--- config.mk ---
export PLATFORM = sky130hd
export DESIGN_NAME = pkt_buf_word_reader_flat
export DESIGN_NICKNAME = d
export VERILOG_FILES = /design/src/rtl/pkt_buf_pkg.sv /design/src/rtl/pkt_buf_word_reader_if.sv /design/src/rtl/byte_to_word_packer.sv /design/src/rtl/pkt_buf_word_reader.sv /design/src/flat_wrapper.sv
export SDC_FILE = /design/constraint.sdc
export NUM_CORES = 1
export LEC_CHECK = 0
export BUFFER_PORTS_ARGS = -buffer_cell sky130_fd_sc_hd__buf_2
export CAP_MARGIN = 20
export CORE_UTILIZATION = 38
export CTS_CLUSTER_SIZE = 8
export DETAILED_ROUTE_END_ITERATION = 8
export MAX_ROUTING_LAYER = met4
export PLACE_DENSITY = 0.62
export SYNTH_ARGS = -nofsm -noshare
export SYNTH_HDL_FRONTEND = slang
export SYNTH_SLANG_ARGS = --single-unit
export TNS_END_PERCENT = 1
--- constraint.sdc ---
create_clock -name clk -period 10.94 [get_ports clk]
set_input_delay 0.547 -clock clk [delete_from_list [all_inputs] [get_ports clk]]
set_output_delay 0.547 -clock clk [all_outputs]
set_load 0.02 [all_outputs]
--- src/rtl/pkt_buf_pkg.sv ---
// Shared constants for the packet-buffer word reader: default address width,
// FSM state encodings and byte-lane keep masks.
package pkt_buf_pkg;

    localparam int ADDR_W_DEF = 11;

    localparam logic [2:0] WORD_BYTES = 3'd4;

    localparam logic [1:0] ST_IDLE  = 2'd0;
    localparam logic [1:0] ST_FETCH = 2'd1;
    localparam logic [1:0] ST_SEND  = 2'd2;
    localparam logic [1:0] ST_DONE  = 2'd3;

    localparam logic [3:0] KEEP_NONE = 4'b0000;
    localparam logic [3:0] KEEP_1    = 4'b1000;
    localparam logic [3:0] KEEP_2    = 4'b1100;
    localparam logic [3:0] KEEP_3    = 4'b1110;
    localparam logic [3:0] KEEP_FULL = 4'b1111;

    // Keep mask is MSB-contiguous because byte 0 of a word lands in bits 31:24.
    function automatic logic [3:0] keep_for_count(input logic [2:0] n);
        logic [3:0] k;
        case (n)
            3'd0:    k = KEEP_NONE;
            3'd1:    k = KEEP_1;
            3'd2:    k = KEEP_2;
            3'd3:    k = KEEP_3;
            default: k = KEEP_FULL;
        endcase
        return k;
    endfunction

endpackage

--- src/rtl/pkt_buf_word_reader_if.sv ---
// Bus bundle for the word reader: byte-wide packet-buffer read port plus the
// 32-bit output word stream with valid/ready handshake.
interface pkt_buf_word_reader_if import pkt_buf_pkg::*; #(
    parameter int ADDR_W = ADDR_W_DEF
);

    logic              buf_rd_en;
    logic [ADDR_W-1:0] buf_rd_addr;
    logic [7:0]        buf_rd_data;

    logic [31:0]       m_data;
    logic [3:0]        m_keep;
    logic              m_valid;
    logic              m_last;
    logic              m_ready;

    modport master (
        output buf_rd_en,
        output buf_rd_addr,
        input  buf_rd_data,
        output m_data,
        output m_keep,
        output m_valid,
        output m_last,
        input  m_ready
    );

    modport slave (
        input  buf_rd_en,
        input  buf_rd_addr,
        output buf_rd_data,
        input  m_data,
        input  m_keep,
        input  m_valid,
        input  m_last,
        output m_ready
    );

endinterface

--- src/rtl/byte_to_word_packer.sv ---
// Accumulates bytes into a big-endian 32-bit word and exposes the word/keep
// value that results from shifting in the byte currently presented.
module byte_to_word_packer import pkt_buf_pkg::*; (
    input  logic        clk,
    input  logic        reset,
    input  logic        i_clr,
    input  logic        i_shift,
    input  logic [7:0]  i_byte,
    output logic [31:0] o_word_nxt,
    output logic [3:0]  o_keep_nxt
);

    logic [31:0] r_word;
    logic [2:0]  r_cnt;
    logic [31:0] w_word_nxt;

    always_comb begin
        w_word_nxt = r_word;
        case (r_cnt)
            3'd0:    w_word_nxt[31:24] = i_byte;
            3'd1:    w_word_nxt[23:16] = i_byte;
            3'd2:    w_word_nxt[15:8]  = i_byte;
            3'd3:    w_word_nxt[7:0]   = i_byte;
            default: w_word_nxt        = r_word;
        endcase
    end

    assign o_word_nxt = w_word_nxt;
    assign o_keep_nxt = keep_for_count(r_cnt + 3'd1);

    // Clear wins over shift: the completing byte is consumed via o_word_nxt.
    always_ff @(posedge clk) begin
        if (reset || i_clr) begin
            r_word <= '0;
            r_cnt  <= '0;
        end else if (i_shift && (r_cnt < WORD_BYTES)) begin
            r_word <= w_word_nxt;
            r_cnt  <= r_cnt + 3'd1;
        end
    end

endmodule

--- src/rtl/pkt_buf_word_reader.sv ---
// Reads a packet byte-by-byte from a packet buffer with one-cycle read latency
// and emits it as big-endian 32-bit words over a valid/ready stream.
module pkt_buf_word_reader import pkt_buf_pkg::*; #(
    parameter int ADDR_W = ADDR_W_DEF
) (
    input  logic                  clk,
    input  logic                  reset,
    input  logic                  start,
    input  logic [ADDR_W-1:0]     start_addr,
    input  logic [ADDR_W-1:0]     byte_len,
    output logic                  busy,
    output logic                  done,
    pkt_buf_word_reader_if.master bus
);

    localparam logic [ADDR_W-1:0] ADDR_ONE = {{(ADDR_W-1){1'b0}}, 1'b1};

    logic [1:0]        r_state;
    logic              r_busy;
    logic              r_done;
    logic              r_rd_en;
    logic              r_rd_pend;
    logic [ADDR_W-1:0] r_rd_addr;
    logic [ADDR_W-1:0] r_left;
    logic [2:0]        r_word_req;
    logic [31:0]       r_m_data;
    logic [3:0]        r_m_keep;
    logic              r_m_valid;
    logic              r_m_last;

    logic              w_word_done;
    logic              w_issue;
    logic [31:0]       w_word_nxt;
    logic [3:0]        w_keep_nxt;

    // Reads are back-to-back, so the last requested byte is arriving exactly
    // when data is pending and no newer read is outstanding.
    assign w_word_done = (r_state == ST_FETCH) && r_rd_pend && !r_rd_en;
    assign w_issue     = (r_word_req < WORD_BYTES) && (r_left != '0);

    byte_to_word_packer u_packer (
        .clk        (clk),
        .reset      (reset),
        .i_clr      (w_word_done),
        .i_shift    (r_rd_pend),
        .i_byte     (bus.buf_rd_data),
        .o_word_nxt (w_word_nxt),
        .o_keep_nxt (w_keep_nxt)
    );

    always_ff @(posedge clk) begin
        if (reset) begin
            r_state    <= ST_IDLE;
            r_busy     <= 1'b0;
            r_done     <= 1'b0;
            r_rd_en    <= 1'b0;
            r_rd_pend  <= 1'b0;
            r_rd_addr  <= '0;
            r_left     <= '0;
            r_word_req <= '0;
            r_m_data   <= '0;
            r_m_keep   <= '0;
            r_m_valid  <= 1'b0;
            r_m_last   <= 1'b0;
        end else begin
            r_done    <= 1'b0;
            r_rd_pend <= r_rd_en;
            case (r_state)
                ST_IDLE: begin
                    r_rd_en <= 1'b0;
                    if (start) begin
                        if (byte_len != '0) begin
                            r_state    <= ST_FETCH;
                            r_busy     <= 1'b1;
                            r_rd_en    <= 1'b1;
                            r_rd_addr  <= start_addr;
                            r_left     <= byte_len - ADDR_ONE;
                            r_word_req <= 3'd1;
                        end else begin
                            r_state <= ST_DONE;
                            r_done  <= 1'b1;
                        end
                    end
                end
                ST_FETCH: begin
                    if (w_issue) begin
                        r_rd_en    <= 1'b1;
                        r_rd_addr  <= r_rd_addr + ADDR_ONE;
                        r_left     <= r_left - ADDR_ONE;
                        r_word_req <= r_word_req + 3'd1;
                    end else begin
                        r_rd_en <= 1'b0;
                    end
                    if (w_word_done) begin
                        r_state   <= ST_SEND;
                        r_m_valid <= 1'b1;
                        r_m_data  <= w_word_nxt;
                        r_m_keep  <= w_keep_nxt;
                        r_m_last  <= (r_left == '0);
                    end
                end
                ST_SEND: begin
                    r_rd_en <= 1'b0;
                    if (bus.m_ready) begin
                        r_m_valid <= 1'b0;
                        r_m_data  <= '0;
                        r_m_keep  <= '0;
                        r_m_last  <= 1'b0;
                        if (r_m_last) begin
                            r_state <= ST_DONE;
                            r_done  <= 1'b1;
                            r_busy  <= 1'b0;
                        end else begin
                            r_state    <= ST_FETCH;
                            r_rd_en    <= 1'b1;
                            r_rd_addr  <= r_rd_addr + ADDR_ONE;
                            r_left     <= r_left - ADDR_ONE;
                            r_word_req <= 3'd1;
                        end
                    end
                end
                ST_DONE: begin
                    r_rd_en <= 1'b0;
                    r_state <= ST_IDLE;
                end
                default: begin
                    r_rd_en <= 1'b0;
                    r_state <= ST_IDLE;
                end
            endcase
        end
    end

    assign busy            = r_busy;
    assign done            = r_done;
    assign bus.buf_rd_en   = r_rd_en;
    assign bus.buf_rd_addr = r_rd_addr;
    assign bus.m_data      = r_m_data;
    assign bus.m_keep      = r_m_keep;
    assign bus.m_valid     = r_m_valid;
    assign bus.m_last      = r_m_last;

endmodule

--- src/flat_wrapper.sv ---
// flat-port wrapper written by rule: the top's interface ports become plain ports
module pkt_buf_word_reader_flat import pkt_buf_pkg::*;
#(
    parameter int ADDR_W = ADDR_W_DEF
)
  (clk, reset, start, start_addr, byte_len, busy, done, bus_buf_rd_en, bus_buf_rd_addr, bus_buf_rd_data, bus_m_data, bus_m_keep, bus_m_valid, bus_m_last, bus_m_ready);
  pkt_buf_word_reader_if #(.ADDR_W(ADDR_W)) bus_i ();
  input  logic clk;
  input  logic reset;
  input  logic start;
  input  logic [ADDR_W-1:0] start_addr;
  input  logic [ADDR_W-1:0] byte_len;
  output logic busy;
  output logic done;
  output wire logic [$bits(bus_i.buf_rd_en)-1:0] bus_buf_rd_en;
  output wire logic [$bits(bus_i.buf_rd_addr)-1:0] bus_buf_rd_addr;
  input wire logic [$bits(bus_i.buf_rd_data)-1:0] bus_buf_rd_data;
  output wire logic [$bits(bus_i.m_data)-1:0] bus_m_data;
  output wire logic [$bits(bus_i.m_keep)-1:0] bus_m_keep;
  output wire logic [$bits(bus_i.m_valid)-1:0] bus_m_valid;
  output wire logic [$bits(bus_i.m_last)-1:0] bus_m_last;
  input wire logic [$bits(bus_i.m_ready)-1:0] bus_m_ready;
  assign bus_buf_rd_en = bus_i.buf_rd_en;
  assign bus_buf_rd_addr = bus_i.buf_rd_addr;
  assign bus_i.buf_rd_data = bus_buf_rd_data;
  assign bus_m_data = bus_i.m_data;
  assign bus_m_keep = bus_i.m_keep;
  assign bus_m_valid = bus_i.m_valid;
  assign bus_m_last = bus_i.m_last;
  assign bus_i.m_ready = bus_m_ready;
  pkt_buf_word_reader #(.ADDR_W(ADDR_W)) u_core (.clk(clk), .reset(reset), .start(start), .start_addr(start_addr), .byte_len(byte_len), .busy(busy), .done(done), .bus(bus_i));
endmodule
-- Word level (Yosys, flattened, before mapping)
Cells that the tools add are included.
- $add $sub $neg: 5
- multipliers: 0
- divide/modulo/power cells: 0
- $lt $le $gt $ge: 2
- equality and inequality tests: 16
- shift operators: 0
- muxes and demuxes: 56
- bitwise gates (word level): 0
- reductions and logical operators: 19
- operators by type and width (cell ; count):
    $mux 11 ; 10
    $pmux 11 s3 ; 2
    $mux 32 ; 2
    $pmux 32 s2 ; 1
    $mux 8 ; 4
    $reduce_bool 11->1 ; 2
    $sub 11x1->11 const B ; 2
    $mux 1 ; 16
    $pmux 4 s4 ; 1
    $mux 3 ; 5
    $eq 3x2->1 const B ; 4
    $add 11x1->11 const B ; 1
    $logic_not 11->1 ; 1
    $mux 2 ; 5
    $pmux 3 s3 ; 1
    $mux 4 ; 2
    $ne 2x2->1 const B ; 4
    $pmux 1 s2 ; 4
    $pmux 2 s4 ; 1
    $pmux 4 s2 ; 1
    $add 3x1->3 const B ; 2
    $eq 3x1->1 const B ; 2
    $logic_not 3->1 ; 2
    $lt 3x3->1 const B ; 2
    13 further kinds ; 21
- bits in registers: 104
- latch bits: 0
- bits in writable memories: 0
- memory bits (read-only): 0
- input port bits: 34
- logic and storage cells: 112
- memories: 0

-- Depth between registers and ports, before layout
- depth in word-level cells: 5
- gate-level depth with buffers: 14
- gate-level depth less buffers: 9

-- By module
From an unflattened synthesis, not the netlist that was laid out.
- cell total of the unflattened synthesis: 667
- area, all modules: 5546.6 um^2
- modules (own cells, without submodules) (module ; times used ; cells an instance ; area each (um^2) ; sequential area each (um^2)):
    pkt_buf_word_reader ; 1 ; 455 ; 3696.0 ; 1381.3
    byte_to_word_packer ; 1 ; 212 ; 1850.5 ; 700.7

-- Worst setup path after synthesis
Ideal clock, no wire load.
- path kind: reg2reg
- start: register u_core.r_state[0]
- end: register u_core.r_left[8]
- setup time: 0.074 ns
- arrival time: 3.688 ns
- required time: 10.866 ns
- setup slack: 7.178 ns
- stages on the path, launching flop included: 15
- path buffers: 5
- cell sequence: dfxtp_1 inv_1 ha_1 buf_6 clkbuf_1 buf_1 clkbuf_1 mux2i_1 ha_1 or4b_4 and2_0 clkbuf_1 or4_1 o21bai_1 a31oi_1
- word-level cells in the longest chain between the ends: 3
- elaborated cells on any way between the ends: 11
- classes of those cells: 7 x eq/ne; 1 x mux; 3 x reduce/logical
- ends and longest elaborated chain (what ; line ; RTL):
    start: declaration ; pkt_buf_word_reader.sv:18 ; logic [1:0] r_state;
    start signal: assignment ; pkt_buf_word_reader.sv:53 ; r_state <= ST_IDLE;
    start signal: assignment ; pkt_buf_word_reader.sv:73 ; r_state <= ST_FETCH;
    start signal: assignment ; pkt_buf_word_reader.sv:80 ; r_state <= ST_DONE;
    $eq 2x1->1, or another cell as far along ; pkt_buf_word_reader.sv:68 ; case (r_state)
    $ne 2x1->1 (no source line), or another cell as far along ; - ;
    $reduce_and 6->1 (no source line) ; - ;
    end signal: assignment ; pkt_buf_word_reader.sv:77 ; r_left <= byte_len - ADDR_ONE;
    end signal: assignment ; pkt_buf_word_reader.sv:89 ; r_left <= r_left - ADDR_ONE;
    end signal: assignment ; pkt_buf_word_reader.sv:117 ; r_left <= r_left - ADDR_ONE;
    end: declaration ; pkt_buf_word_reader.sv:24 ; logic [ADDR_W-1:0] r_left;
Several ways; a longest one is shown, not always the timed one.
A chain may end at the register's enable or synchronous reset.

-- Final worst setup path
- start: register u_core.r_state[0]
- end: register u_core.r_left[10]
Same word-level chain as after synthesis.

==> results_dict.tcl <==
set metrics [dict create \
    routedWlPerCell_um 15.07 \
    port-buffer-count 85 \
    cpPeakStageDelay_ns 0.50 \
    critPathTopFamily "simple AND/OR/NAND/NOR gates" \
    cp_common_cell "sky130_fd_sc_hd__ha_1" \
    cts_post_setup_buffers_inserted 0 \
    cts_hold_buffers 0 \
    nNetsFinal 764 \
    tightestPinTransition_ns 0.8232 \
    finalCritPeriodShare_pct 31.43 \
    postRouteAntennaNets 0 \
    drt-vias-per-instance 5.482 \
    placementRows 42 \
    synth.most_common_cell "sky130_fd_sc_hd__dfxtp_1" \
    r2r-end "u_core.r_left[10]" \
    ioPinCount 86 \
    mappedNetlistArea_sq_um 5299 \
    clkSinkCount 104 \
    gp_congestion 0.8329 \
    synth_area_leader_cell "sky130_fd_sc_hd__dfxtp_1" \
    synthToLayoutAreaGrowth_pct 15.14 \
    worstPathCellList "inv_1 > ha_1 > buf_4 > mux2i_1 > ha_1 > or4b_4 > and2_0 > nor3_1 > mux2_2 > a31oi_1" \
    worstSetupPathDepth 10 \
    finish.utilization_pct 45.53 \
    yosys-top-cells-area "sky130_fd_sc_hd__dfxtp_1 (39%), sky130_fd_sc_hd__a21oi_1 (9.0%), sky130_fd_sc_hd__mux2i_1 (7.2%), sky130_fd_sc_hd__nand2_1 (4.5%), sky130_fd_sc_hd__nor2_1 (4.5%)" \
    critPathSlowestCell "sky130_fd_sc_hd__or4b_4" \
    synth.avg_cell_area_sq_um 7.921 \
    yosysUniqueCellTypes 58 \
    syn_inst 669 \
    critPathRequiredTime_ns 11.22 \
    min_from "u_core.u_packer.r_word[25]" \
    yosysTopAreaCellShare_pct 39.29 \
    critical_path_buf_inv_count 2 \
    worst_setup_hold_path_clk_slew_ns 0.07 \
    diodes 0 \
    fin_worst_skew_ns 0.005877 \
    fin_worst_hold_slack_ns 0.4546 \
    drt_pass1_iterations 5 \
    hold_depth 2 \
    synth_edf_count 0 \
    dpl_worst_slack_ns 7.556 \
    route.vias.total 4912 \
    final_critical_path_setup_slack_ns 7.502 \
    htree_num_levels 3 \
    endpoint_type_of_the_worst_setup_path "flip-flop" \
    power_per_cell_area_nw_per_um2 185.9 \
    synth-main-ff-cell "sky130_fd_sc_hd__dfxtp_1" \
    r2r_cells 10 \
    synth_sequential_area_ratio_pct 39.29 \
    dieHeight_um 120.1 \
    cts_tree "built" \
    root_buffer "sky130_fd_sc_hd__clkbuf_16" \
    slew_violations 0 \
    setup_violations 0 \
    worstPathMaxFanout 45 \
    tritoncts.num_buffers 9 \
    number_of_endpoints_with_negative_hold_slack_in_the_final_report 0 \
    first_global_vias 4542 \
    ratio_of_cells_with_drive_above_1_in_the_final_layout_pct 17.22 \
    grtUsageTotal_pct 19.41 \
    achievable-frequency_ghz 0.2908 \
    totalPowerFinal_uw 1134 \
    grt_max_degree 75 \
    synth_common_cells "sky130_fd_sc_hd__dfxtp_1 (104), sky130_fd_sc_hd__a21oi_1 (95), sky130_fd_sc_hd__nand2_1 (64)" \
    synth.net_count 718 \
    timing.slew.headroom_pct 45.01 \
    hp-class "flip-flop to flip-flop" \
    rsz0062_at_grt "false" \
    total_leakage_power_uw 0.002356 \
    hold-path-endpoint "u_core.u_packer.r_word[25]" \
    synthesis.yosys.warnings 0 \
    reg2reg_setup_slack_ns 7.50 \
    clockBufferDepth 2 \
    drt_iter0_drc 373 \
    detailed_place_hpwl_um 9001 \
    crit_type "flip-flop to flip-flop" \
    critPathArrivalTime_ns 3.71 \
    postSynth.asyncResetShare_pct 0 \
    setup_total_negative_slack_ns 0 \
    finalWirelength_um 13500 \
    regToRegStartpoint "u_core.r_state[0]" \
    layout_min_cycle_time_ns 3.438 \
    run_status "finished, final reports clean" \
    initial_core_util_pct 39.54 \
    drc 0 \
    clk-insertion-delay-late_ns 0.35 \
    post_cts_resize_count 0 \
    worst_ir_drop_vdd_uv 86.97 \
    grt_remaining_overflow 0 \
    core_sq_um 13400 \
    dieWidth_um 120.1 \
    grt_antenna_before_repair 0 \
    setup.worst_path.start_class "flip-flop" \
    floorplan.die_area_sq_um 14420 \
    grt_first_pass_wirelength_um 21900 \
    ys_seq_elements 104 \
    maxCapViolations 0 \
]
==> flip-flops by register name, indices dropped and copies added (netlist names), 2 cells and up <==
name,flops
u_core.r_word_req,3
u_core.r_state,2
u_core.bus.m_data,32
u_core.u_packer.r_word,32
u_core.bus.m_keep,4
u_core.u_packer.r_cnt,3
u_core.r_left,11
u_core.bus.buf_rd_addr,11
==> placed cells by master, fill, tap and decap left out, types with 5 or more instances in the layout <==
cell type	instances
sky130_fd_sc_hd__ha_1	15
sky130_fd_sc_hd__o21ai_0	20
sky130_fd_sc_hd__dfxtp_1	104
sky130_fd_sc_hd__a211oi_1	11
sky130_fd_sc_hd__nor2_1	63
sky130_fd_sc_hd__buf_4	9
sky130_fd_sc_hd__inv_1	12
sky130_fd_sc_hd__or4_1	5
sky130_fd_sc_hd__nand3_1	40
sky130_fd_sc_hd__clkbuf_16	9
sky130_fd_sc_hd__mux2i_1	38
sky130_fd_sc_hd__a31oi_1	8
sky130_fd_sc_hd__nand2_1	64
sky130_fd_sc_hd__buf_2	85
sky130_fd_sc_hd__nor3_1	43
sky130_fd_sc_hd__nand2b_1	6
sky130_fd_sc_hd__a21oi_1	95
sky130_fd_sc_hd__nand4_1	6
sky130_fd_sc_hd__nor2b_1	12
==> report_power, final <==
group	switching [uW]	total, uW	internal, uW
sequential	40.3	455	415
clock	156	338	182
combinational	219	341	122
==> worst max-delay path by stage <==
stage | slack [ns] | to | startpoint
floorplan | 7.18 | u_core.r_left[8] | u_core.r_state[0]
global placement | 7.65 | u_core.r_left[8] | u_core.r_state[0]
detailed placement | 7.56 | u_core.r_left[10] | u_core.r_state[0]
CTS | 7.54 | u_core.r_left[10] | u_core.r_state[0]
global route | 7.29 | u_core.r_left[10] | u_core.r_state[0]
finish | 7.50 | u_core.r_left[10] | u_core.r_state[0]
==> layer usage <==
metal / track usage [%] / part of all wire [%]
met5: - / 0
met4: 5.234 / 1.2
met3: 4.373 / 5.8
met2: 31.32 / 46
met1: 24.31 / 47
==> layout make-up <==
type	count	area, sq um
Timing Repair Buffer	95	513.0
Clock inverter	7	83.83
Multi-Input combinational cell	493	2932
Tap cell	176	220.2
Clock buffer	9	225.2
Sequential cell	104	2082
Inverter	12	45.04
Fill cell	1346	7300
==> per-stage QoR <==
step | instances | instance area [sq um]
floorplan | 669 | 5299
global placement | 879 | 5772
detailed placement | 879 | 5772
CTS | 895 | 6081
global route | 896 | 6101
finish | 896 | 6101
==> worst min-delay path: cells and delay by family (launching register included) <==
family | cells | cell delay [ns]
flops | 1 | 0.31
simple gates | 1 | 0.05
compound gates | 1 | 0.05
==> cell families after synthesis <==
group / Yosys count / synth area share [%]
buffers and inverters: 72 / 5.502
AO/OA/AOI/OAI: 166 / 18.91
multiplexers: 41 / 7.816
flip-flops: 104 / 39.29
XOR/XNOR: 4 / 0.6613
AND/OR/NAND/NOR: 267 / 24.27
adder cells (fa/ha/maj): 15 / 3.542
(Power assumes the default switching activity.)
